File: config.mk
export PLATFORM = sky130hd
export DESIGN_NAME = canon_voice_sequencer_flat
export DESIGN_NICKNAME = d
export VERILOG_FILES = /design/src/rtl/canon_seq_pkg.sv /design/src/rtl/canon_voice_sequencer_if.sv /design/src/rtl/canon_voice_sequencer_note_to_divider.sv /design/src/rtl/canon_voice_sequencer.sv /design/src/flat_wrapper.sv
export SDC_FILE = /design/constraint.sdc
export NUM_CORES = 1
export LEC_CHECK = 0
export BUFFER_PORTS_ARGS = -buffer_cell sky130_fd_sc_hd__buf_2
export CORE_MARGIN = 3
export CORE_UTILIZATION = 50
export DETAILED_ROUTE_END_ITERATION = 16
export PLACE_DENSITY = 0.69
export SYNTH_ARGS = -nofsm -noshare
export SYNTH_HDL_FRONTEND = slang
export SYNTH_HIERARCHICAL = 1
export SYNTH_SLANG_ARGS = --single-unit
export TNS_END_PERCENT = 30
File: constraint.sdc
create_clock -name clk -period 3.2 [get_ports clk]
set_input_delay 0.32 -clock clk [delete_from_list [all_inputs] [get_ports clk]]
set_output_delay 0.32 -clock clk [all_outputs]
set_load 0.05 [all_outputs]
File: src/rtl/canon_seq_pkg.sv
// Shared definitions for the canon voice sequencer.
//   - score entry field positions: {dur_code[2:0], note[4:0]}
//   - rest note code
//   - note -> divider table for the 36 MHz clock (index 0 is the rest)
//   - walker FSM state type
package canon_seq_pkg;

  localparam int DUR_MSB  = 7;
  localparam int DUR_LSB  = 5;
  localparam int NOTE_MSB = 4;
  localparam int NOTE_LSB = 0;

  localparam logic [4:0] NOTE_REST = 5'd0;
  localparam int         NOTE_MAX  = 17;

  localparam int unsigned DIV_TABLE [0:17] = '{
    0,
    568, 506, 477, 425, 379, 357, 318, 283, 252,
    238, 212, 189, 178, 158, 141, 125, 118
  };

  typedef enum logic [1:0] {
    ST_IDLE  = 2'd0,
    ST_CHECK = 2'd1,
    ST_FETCH = 2'd2,
    ST_LOAD  = 2'd3
  } walk_state_t;

endpackage

File: src/rtl/canon_voice_sequencer_if.sv
// Score ROM bus of the canon voice sequencer.
//   rom_rd   : read strobe from the sequencer
//   rom_addr : score address
//   rom_data : {dur_code[2:0], note[4:0]}, valid the cycle after rom_rd
// master = sequencer side, slave = ROM side.
interface canon_voice_sequencer_if #(
  parameter int IDX_W = 9
);
  logic             rom_rd;
  logic [IDX_W-1:0] rom_addr;
  logic [7:0]       rom_data;

  modport master (output rom_rd, output rom_addr, input rom_data);
  modport slave  (input rom_rd, input rom_addr, output rom_data);
endinterface

File: src/rtl/canon_voice_sequencer_note_to_divider.sv
// Combinational note -> divider lookup.
//   note    : 5-bit note code, 0 = rest
//   divider : divider value; 0 for rest and for codes above the table
module note_to_divider
  import canon_seq_pkg::*;
#(
  parameter int DIV_W = 11
) (
  input  logic [4:0]       note,
  output logic [DIV_W-1:0] divider
);

  always_comb begin
    divider = '0;
    if (note != NOTE_REST && int'(note) <= NOTE_MAX) begin
      divider = DIV_W'(DIV_TABLE[note]);
    end
  end

endmodule

File: src/rtl/canon_voice_sequencer.sv
// N-voice canon sequencer. All voices walk one shared score; voice i enters
// i*CANON_OFFSET beats after reset. A walker FSM services the voices once per
// beat, reading the external ROM through the rom bus. Voices are
// time-multiplexed onto one registered divider output, one voice per clock.
//
// Ports:
//   clk, rst_n    : clock, synchronous active-low reset
//   enable        : run; low freezes the beat counter
//   tempo_div     : beat period minus 1 in clocks (taken at each beat wrap)
//   loop_start/end: score loop window
//   fast_start    : (SEQ_FAST_START_EN only) start offset, 16 entries/step
//   rom           : score ROM bus (master side)
//   slot, divider : TDM voice index and its divider, aligned
//   beat          : one-cycle pulse per beat
//   voice_active  : per-voice entered flag
//   overrun       : sticky, a beat was dropped
//
// Build option: define SEQ_FAST_START_EN to add the fast_start input.
//
// Walker states:
//   state    | meaning
//   ST_IDLE  | waiting for a pending beat
//   ST_CHECK | voice vsel: count down its note, or fetch if due
//   ST_FETCH | rom read of ptr[vsel]
//   ST_LOAD  | capture note/duration, advance ptr[vsel]
module canon_voice_sequencer
  import canon_seq_pkg::*;
#(
  parameter int N_VOICES     = 4,
  parameter int IDX_W        = 9,
  parameter int DIV_W        = 11,
  parameter int BEAT_W       = 22,
  parameter int CANON_OFFSET = 8,
  localparam int SLOT_W      = $clog2(N_VOICES)
) (
  input  logic                clk,
  input  logic                rst_n,
  input  logic                enable,
  input  logic [BEAT_W-1:0]   tempo_div,
  input  logic [IDX_W-1:0]    loop_start,
  input  logic [IDX_W-1:0]    loop_end,
`ifdef SEQ_FAST_START_EN
  input  logic [1:0]          fast_start,
`endif
  canon_voice_sequencer_if.master rom,
  output logic [SLOT_W-1:0]   slot,
  output logic [DIV_W-1:0]    divider,
  output logic                beat,
  output logic [N_VOICES-1:0] voice_active,
  output logic                overrun
);

  localparam int ENT_W = $clog2(N_VOICES * CANON_OFFSET + 2);

  logic [1:0] fs;
`ifdef SEQ_FAST_START_EN
  assign fs = fast_start;
`else
  assign fs = 2'b00;
`endif

  function automatic logic [ENT_W-1:0] entry_init(input int idx, input logic [1:0] f);
    int e;
    e = idx * CANON_OFFSET - int'(f);
    if (e < 0) e = 0;
    return ENT_W'(e);
  endfunction

  logic [IDX_W-1:0] ptr_init;
  assign ptr_init = loop_start + IDX_W'({fs, 4'b0000});

  // ---------------- beat generator ----------------
  logic [BEAT_W-1:0] beat_cnt;
  logic [BEAT_W-1:0] tempo_q;
  logic              beat_ev;

  assign beat_ev = enable && (beat_cnt == tempo_q);

  always_ff @(posedge clk) begin
    if (!rst_n) begin
      beat_cnt <= '0;
      tempo_q  <= tempo_div;
      beat     <= 1'b0;
    end else begin
      beat <= beat_ev;
      if (beat_ev) begin
        beat_cnt <= '0;
        tempo_q  <= tempo_div;
      end else if (enable) begin
        beat_cnt <= beat_cnt + BEAT_W'(1);
      end
    end
  end

  // ---------------- voice entry counters ----------------
  logic [ENT_W-1:0]    entry      [N_VOICES];
  logic [ENT_W-1:0]    entry_next [N_VOICES];
  logic [N_VOICES-1:0] act;

  always_comb begin
    act = '0;
    for (int i = 0; i < N_VOICES; i++) begin
      entry_next[i] = entry[i];
      if (beat_ev && entry[i] != '0) entry_next[i] = entry[i] - ENT_W'(1);
      act[i] = (entry[i] == '0);
    end
  end

  // voice_active follows the post-beat counter so it rises with the beat pulse
  always_ff @(posedge clk) begin
    for (int i = 0; i < N_VOICES; i++) begin
      if (!rst_n) begin
        entry[i]        <= entry_init(i, fs);
        voice_active[i] <= 1'b0;
      end else begin
        entry[i]        <= entry_next[i];
        voice_active[i] <= (entry_next[i] == '0);
      end
    end
  end

  // ---------------- walker FSM ----------------
  walk_state_t       state, state_next;
  logic [SLOT_W-1:0] vsel, vsel_next;
  logic              last_voice;
  logic              pending;
  logic              start;

  logic [IDX_W-1:0]  ptr  [N_VOICES];
  logic [2:0]        rem  [N_VOICES];
  logic [4:0]        note [N_VOICES];

  logic              rom_rd_c;
  logic [IDX_W-1:0]  rom_addr_c;
  logic              chk_dec;
  logic              load_en;

  assign last_voice = (vsel == SLOT_W'(N_VOICES - 1));
  assign start      = (state == ST_IDLE) && pending;

  always_ff @(posedge clk) begin
    if (!rst_n) begin
      state <= ST_IDLE;
      vsel  <= '0;
    end else begin
      state <= state_next;
      vsel  <= vsel_next;
    end
  end

  always_comb begin
    state_next = state;
    vsel_next  = vsel;
    case (state)
      ST_IDLE: begin
        if (pending) begin
          state_next = ST_CHECK;
          vsel_next  = '0;
        end
      end
      ST_CHECK: begin
        if (!act[vsel] || rem[vsel] != 3'd0) begin
          if (last_voice) state_next = ST_IDLE;
          else            vsel_next  = vsel + SLOT_W'(1);
        end else begin
          state_next = ST_FETCH;
        end
      end
      ST_FETCH: state_next = ST_LOAD;
      ST_LOAD: begin
        if (last_voice) begin
          state_next = ST_IDLE;
        end else begin
          state_next = ST_CHECK;
          vsel_next  = vsel + SLOT_W'(1);
        end
      end
      default: state_next = ST_IDLE;
    endcase
  end

  always_comb begin
    rom_rd_c   = 1'b0;
    rom_addr_c = '0;
    chk_dec    = 1'b0;
    load_en    = 1'b0;
    case (state)
      ST_CHECK: chk_dec = (rem[vsel] != 3'd0);
      ST_FETCH: begin
        rom_rd_c   = 1'b1;
        rom_addr_c = ptr[vsel];
      end
      ST_LOAD:  load_en = 1'b1;
      default: ;
    endcase
  end

  // Gated by rst_n so a reset mid-fetch kills the strobe immediately.
  assign rom.rom_rd   = rom_rd_c && rst_n;
  assign rom.rom_addr = rst_n ? rom_addr_c : '0;

  // Reset leaves pending set: the start-up walk plays beat 0.
  always_ff @(posedge clk) begin
    if (!rst_n) begin
      pending <= 1'b1;
      overrun <= 1'b0;
    end else begin
      pending <= beat_ev || (pending && !start);
      if (beat_ev && pending && !start) overrun <= 1'b1;
    end
  end

  always_ff @(posedge clk) begin
    for (int i = 0; i < N_VOICES; i++) begin
      if (!rst_n) begin
        ptr[i]  <= ptr_init;
        rem[i]  <= 3'd0;
        note[i] <= NOTE_REST;
      end else if (load_en && vsel == SLOT_W'(i)) begin
        note[i] <= rom.rom_data[NOTE_MSB:NOTE_LSB];
        rem[i]  <= rom.rom_data[DUR_MSB:DUR_LSB];
        ptr[i]  <= (ptr[i] == loop_end) ? loop_start : ptr[i] + IDX_W'(1);
      end else if (chk_dec && vsel == SLOT_W'(i)) begin
        rem[i] <= rem[i] - 3'd1;
      end
    end
  end

  // ---------------- TDM output ----------------
  logic [SLOT_W-1:0] slot_cnt;
  logic [4:0]        tdm_note;
  logic [DIV_W-1:0]  tdm_div;

  assign tdm_note = note[slot_cnt];

  note_to_divider #(.DIV_W(DIV_W)) u_ntd (
    .note    (tdm_note),
    .divider (tdm_div)
  );

  always_ff @(posedge clk) begin
    if (!rst_n) begin
      slot_cnt <= '0;
      slot     <= '0;
      divider  <= '0;
    end else begin
      slot     <= slot_cnt;
      divider  <= act[slot_cnt] ? tdm_div : '0;
      slot_cnt <= (slot_cnt == SLOT_W'(N_VOICES - 1)) ? '0 : slot_cnt + SLOT_W'(1);
    end
  end

endmodule

File: src/flat_wrapper.sv
// flat-port wrapper written by rule: the top's interface ports become plain ports
module canon_voice_sequencer_flat import canon_seq_pkg::*;
#(
  parameter int N_VOICES     = 4,
  parameter int IDX_W        = 9,
  parameter int DIV_W        = 11,
  parameter int BEAT_W       = 22,
  parameter int CANON_OFFSET = 8,
  localparam int SLOT_W      = $clog2(N_VOICES)
)
  (clk, rst_n, enable, tempo_div, loop_start, loop_end, slot, divider, beat, voice_active, overrun, rom_rom_rd, rom_rom_addr, rom_rom_data);
  canon_voice_sequencer_if #(.IDX_W(IDX_W)) rom_i ();
  input  logic clk;
  input  logic rst_n;
  input  logic enable;
  input  logic [BEAT_W-1:0] tempo_div;
  input  logic [IDX_W-1:0] loop_start;
  input  logic [IDX_W-1:0] loop_end;
  output logic [SLOT_W-1:0] slot;
  output logic [DIV_W-1:0] divider;
  output logic beat;
  output logic [N_VOICES-1:0] voice_active;
  output logic overrun;
  output wire logic [$bits(rom_i.rom_rd)-1:0] rom_rom_rd;
  output wire logic [$bits(rom_i.rom_addr)-1:0] rom_rom_addr;
  input wire logic [$bits(rom_i.rom_data)-1:0] rom_rom_data;
  assign rom_rom_rd = rom_i.rom_rd;
  assign rom_rom_addr = rom_i.rom_addr;
  assign rom_i.rom_data = rom_rom_data;
  canon_voice_sequencer #(.N_VOICES(N_VOICES), .IDX_W(IDX_W), .DIV_W(DIV_W), .BEAT_W(BEAT_W), .CANON_OFFSET(CANON_OFFSET)) u_core (.clk(clk), .rst_n(rst_n), .enable(enable), .tempo_div(tempo_div), .loop_start(loop_start), .loop_end(loop_end), .rom(rom_i), .slot(slot), .divider(divider), .beat(beat), .voice_active(voice_active), .overrun(overrun));
endmodule
==> run summary <==
Hold/Removal Path Class = in -> reg
Fillers = 1469
Clock-pin slew of the registers on the worst-case setup and hold paths = 70 ps
Number of buffers added on ports = 79
P_leak = 0.00379 uW
First-pass GRT wire length = 31300 microns
Syn_nets = 936
Tmin final = 2610 ps
CTS tree = done
CP Data Arrival Time = 2920 ps
RSZ-0062 raised after global routing = no
DR DRC count = 0
Later-pin clock latency in the skew report = 430 ps
Synthesized area per cell = 10.3 sq um
Depth of the CTS H-tree = 4
Die H = 139 microns
Die Width = 139 microns
Finished Layout Cells = 1171
Slowest cell on crit path = mux4_2
Required time worst endpoint = 3510 ps
Ys flop type = edfxtp_1
Crit path buf inv count = 1
Internal power = 3830 uW
Maximum vdd drop = 416 uV
DR vias = 6457
Critical Path, Cell by Cell = inv_1 > ha_1 > or3b_4 > or3_4 > mux4_2 > or3_4 > a21oi_1 > a211oi_2
Max Freq = 383 MHz
Worst-path fanout max = 6
Setup Fix Bufs, Post-CTS = 0
Critical Path Most Common Cell = or3_4
Final #Nets = 1015
Vias in the first global route = 6234
Sequential power share = 47.1%
Share of cells above drive strength 1 = 16.8%
Antenna Nets Post-Route = 0
Crit end category = flip-flop
Pre-CTS setup slack = 624 ps
Final setup margin = 588 ps
Most frequent cells in the layout = nor2_1 (101), edfxtp_1 (90), buf_2 (79), dfxtp_1 (74), xor2_1 (63)
Vias per inst = 5.51
Remaining Overflow, GRT = 0
Clock Tree Buf Depth = 2
Num CTS Buffers = 17
Area grow syn2layout = 13.9%
Dpl cells = 1139
Clock Power Share = 38.8%
Sink Count = 164
Comb power frac = 14.2%
Hold Buf Count CTS = 0
WHS = 63.6 ps
Pwr Density = 523 mW/mm^2
Unique masters post-synth = 65
Final TNS setup = 0 ps
Endpoints failing setup = 0
Fin. max-slew vios = 0
Commonest non-fill, non-tap cell in the layout = nor2_1
Post-DP HPWL = 13600 microns
Setup CP Type = reg -> reg
Slew @ Worst Pin = 988 ps
Sw frac = 27.0%
Max_cap viols = 0
Final Wtd Congestion = 0.837
Async SR Flop Fraction = 0%
DRT iter0 DRCs = 524
Largest net degree at the start of global routing = 45
Synth Instances = 859
Yosys reg bits = 164
Drt first pass iters = 4
Post-synth EDFFs = 90
Wire per inst = 16.0 microns
I/O Pins = 80
CP delay by family, top = simple AND/OR/NAND/NOR gates
Synth warn = 6
Root Driver = clkbuf_16
Initial antenna violation count = 0
Worst rel slew slack = 33.8%
Final Cycle Share = 81.6%
Largest stage delay on the critical path = 480 ps
Row cnt = 47
Die Area = 0.0193 sq mm
Final wirelength = 18800 microns
Sequential fraction of the synthesis area = 47.4%
Outcome = complete, no violations
CP Launch Type = flip-flop
Total power draw = 5250 uW
Core footprint = 0.0169 sq mm
Initial Utilization = 52.1%
Cell Area, Synth = 0.00882 sq mm
Final hold violation count = 0
NetSw = 1420 uW
Post-cts resize count = 0
Clock Skew = 8.75 ps
# diodes = 0
Tot GR Track Use = 20.0%
==> flip-flops by register name (all words and copies together) (netlist names), named ones only <==
signal and cells:
u_core/tempo_q 22, u_core/vsel 2, u_core/slot_cnt 2, u_core/beat 1
u_core/slot 2, u_core/beat_cnt 22, u_core/entry 24, u_core/rem 12
u_core/pending 1, u_core/voice_active 4, u_core/divider 11, u_core/ptr 36
u_core/overrun 1, u_core/state 1, u_core/note 20
==> through the flow <==
step	util (%)	cell area (sq um)
floorplan	-	8820
finish	59.3	10000
detailed placement	55.9	9470
global route	59.3	10000
global placement	55.9	9470
CTS	59.3	10000
==> layout make-up <==
| type | count | area, sq um | area share, % |
|---|---|---|---|
| multi-input combinational | 634 | 4390 | 43.7 |
| clock inverter | 13 | 149 | 1.48 |
| inverter | 29 | 111 | 1.11 |
| timing repair buffer | 92 | 505 | 5.03 |
| sequential | 164 | 4180 | 41.6 |
| tap | 220 | 275 | 2.74 |
| clock buffer | 19 | 433 | 4.31 |
==> worst register-to-register path, stage by stage, from the launching register on <==
cell	delay [ps]
dfxtp_1	330
inv_1	110
ha_1	170
or3b_4	390
or3_4	390
mux4_2	480
or3_4	360
a21oi_1	200
a211oi_2	70
==> metal layers <==
metal / global-route usage [%] / vias to the layer above / share of wire [%]
li1: - / 3200 / -
met1: 27.6 / 3076 / 47
met2: 32.3 / 162 / 48
met3: 3.97 / 19 / 4.5
met4: 5.41 / 0 / 0.99
met5: 0 / - / 0
==> power groups by stage <==
stage	clock network (uW)	logic [uW]	registers [uW]
after floorplan	0	538	2520
after global placement	0	731	2520
after detailed placement	0	741	2520
after CTS	2090	744	2470
after global routing	2180	819	2490
final	2040	744	2470
==> worst paths after layout <==
| check | depth (start not counted) | to | start | slack (ps) |
|---|---|---|---|---|
| min | 1 | u_core/tempo_q[8]$_DFFE_PP_ | tempo_div[8] | 60 |
| max | 8 | flip-flop | u_core/entry[0][0]$_SDFF_PN0_ | 590 |
| max reg2reg | 8 | flip-flop | u_core/entry[0][0]$_SDFF_PN0_ | 590 |
| min reg2reg | 1 | u_core/overrun$_SDFFE_PN0P_ | u_core/overrun$_SDFFE_PN0P_ | 480 |
==> cell families after synthesis <==
family	count (synthesis)	synth area share, %
buffers and inverters	61	2.82
AND/OR/NAND/NOR	344	20.3
XOR/XNOR	122	12.1
flip-flops	164	47.4
other	1	0.0425
adder cells (fa/ha/maj)	26	3.69
AO/OA/AOI/OAI	110	7.26
multiplexers	31	6.34
==> synthesized netlist by cell type, drive strengths merged, types with 2 or more instances <==
cell type | number | share of area [%]
mux2 | 6 | 0.77
nor3b | 2 | 0.17
dfxtp | 74 | 17
inv | 29 | 1.3
or3b | 2 | 0.23
a31oi | 4 | 0.28
nand2b | 8 | 0.57
and3 | 11 | 0.78
clkbuf | 23 | 0.98
edfxtp | 90 | 31
nor3 | 16 | 1.1
nor2 | 101 | 4.3
nor2b | 5 | 0.35
mux2i | 6 | 0.68
xor2 | 63 | 6.3
nor4 | 8 | 0.57
a211oi | 3 | 0.31
o21ai | 30 | 1.7
mux4 | 19 | 4.9
or3 | 11 | 0.89
or4 | 4 | 0.38
a21oi | 51 | 2.9
nand4 | 22 | 1.6
nor4b | 4 | 0.40
a22oi | 4 | 0.34
nand3b | 8 | 0.68
nand3 | 41 | 2.3
or2 | 2 | 0.14
ha | 26 | 3.7
o211ai | 3 | 0.31
buf | 9 | 0.58
a311oi | 3 | 0.30
o31a | 2 | 0.20
o31ai | 3 | 0.26
nand2 | 46 | 2.0
xnor2 | 59 | 5.9
and2 | 48 | 3.4
Power figures use the tool's default switching activity.
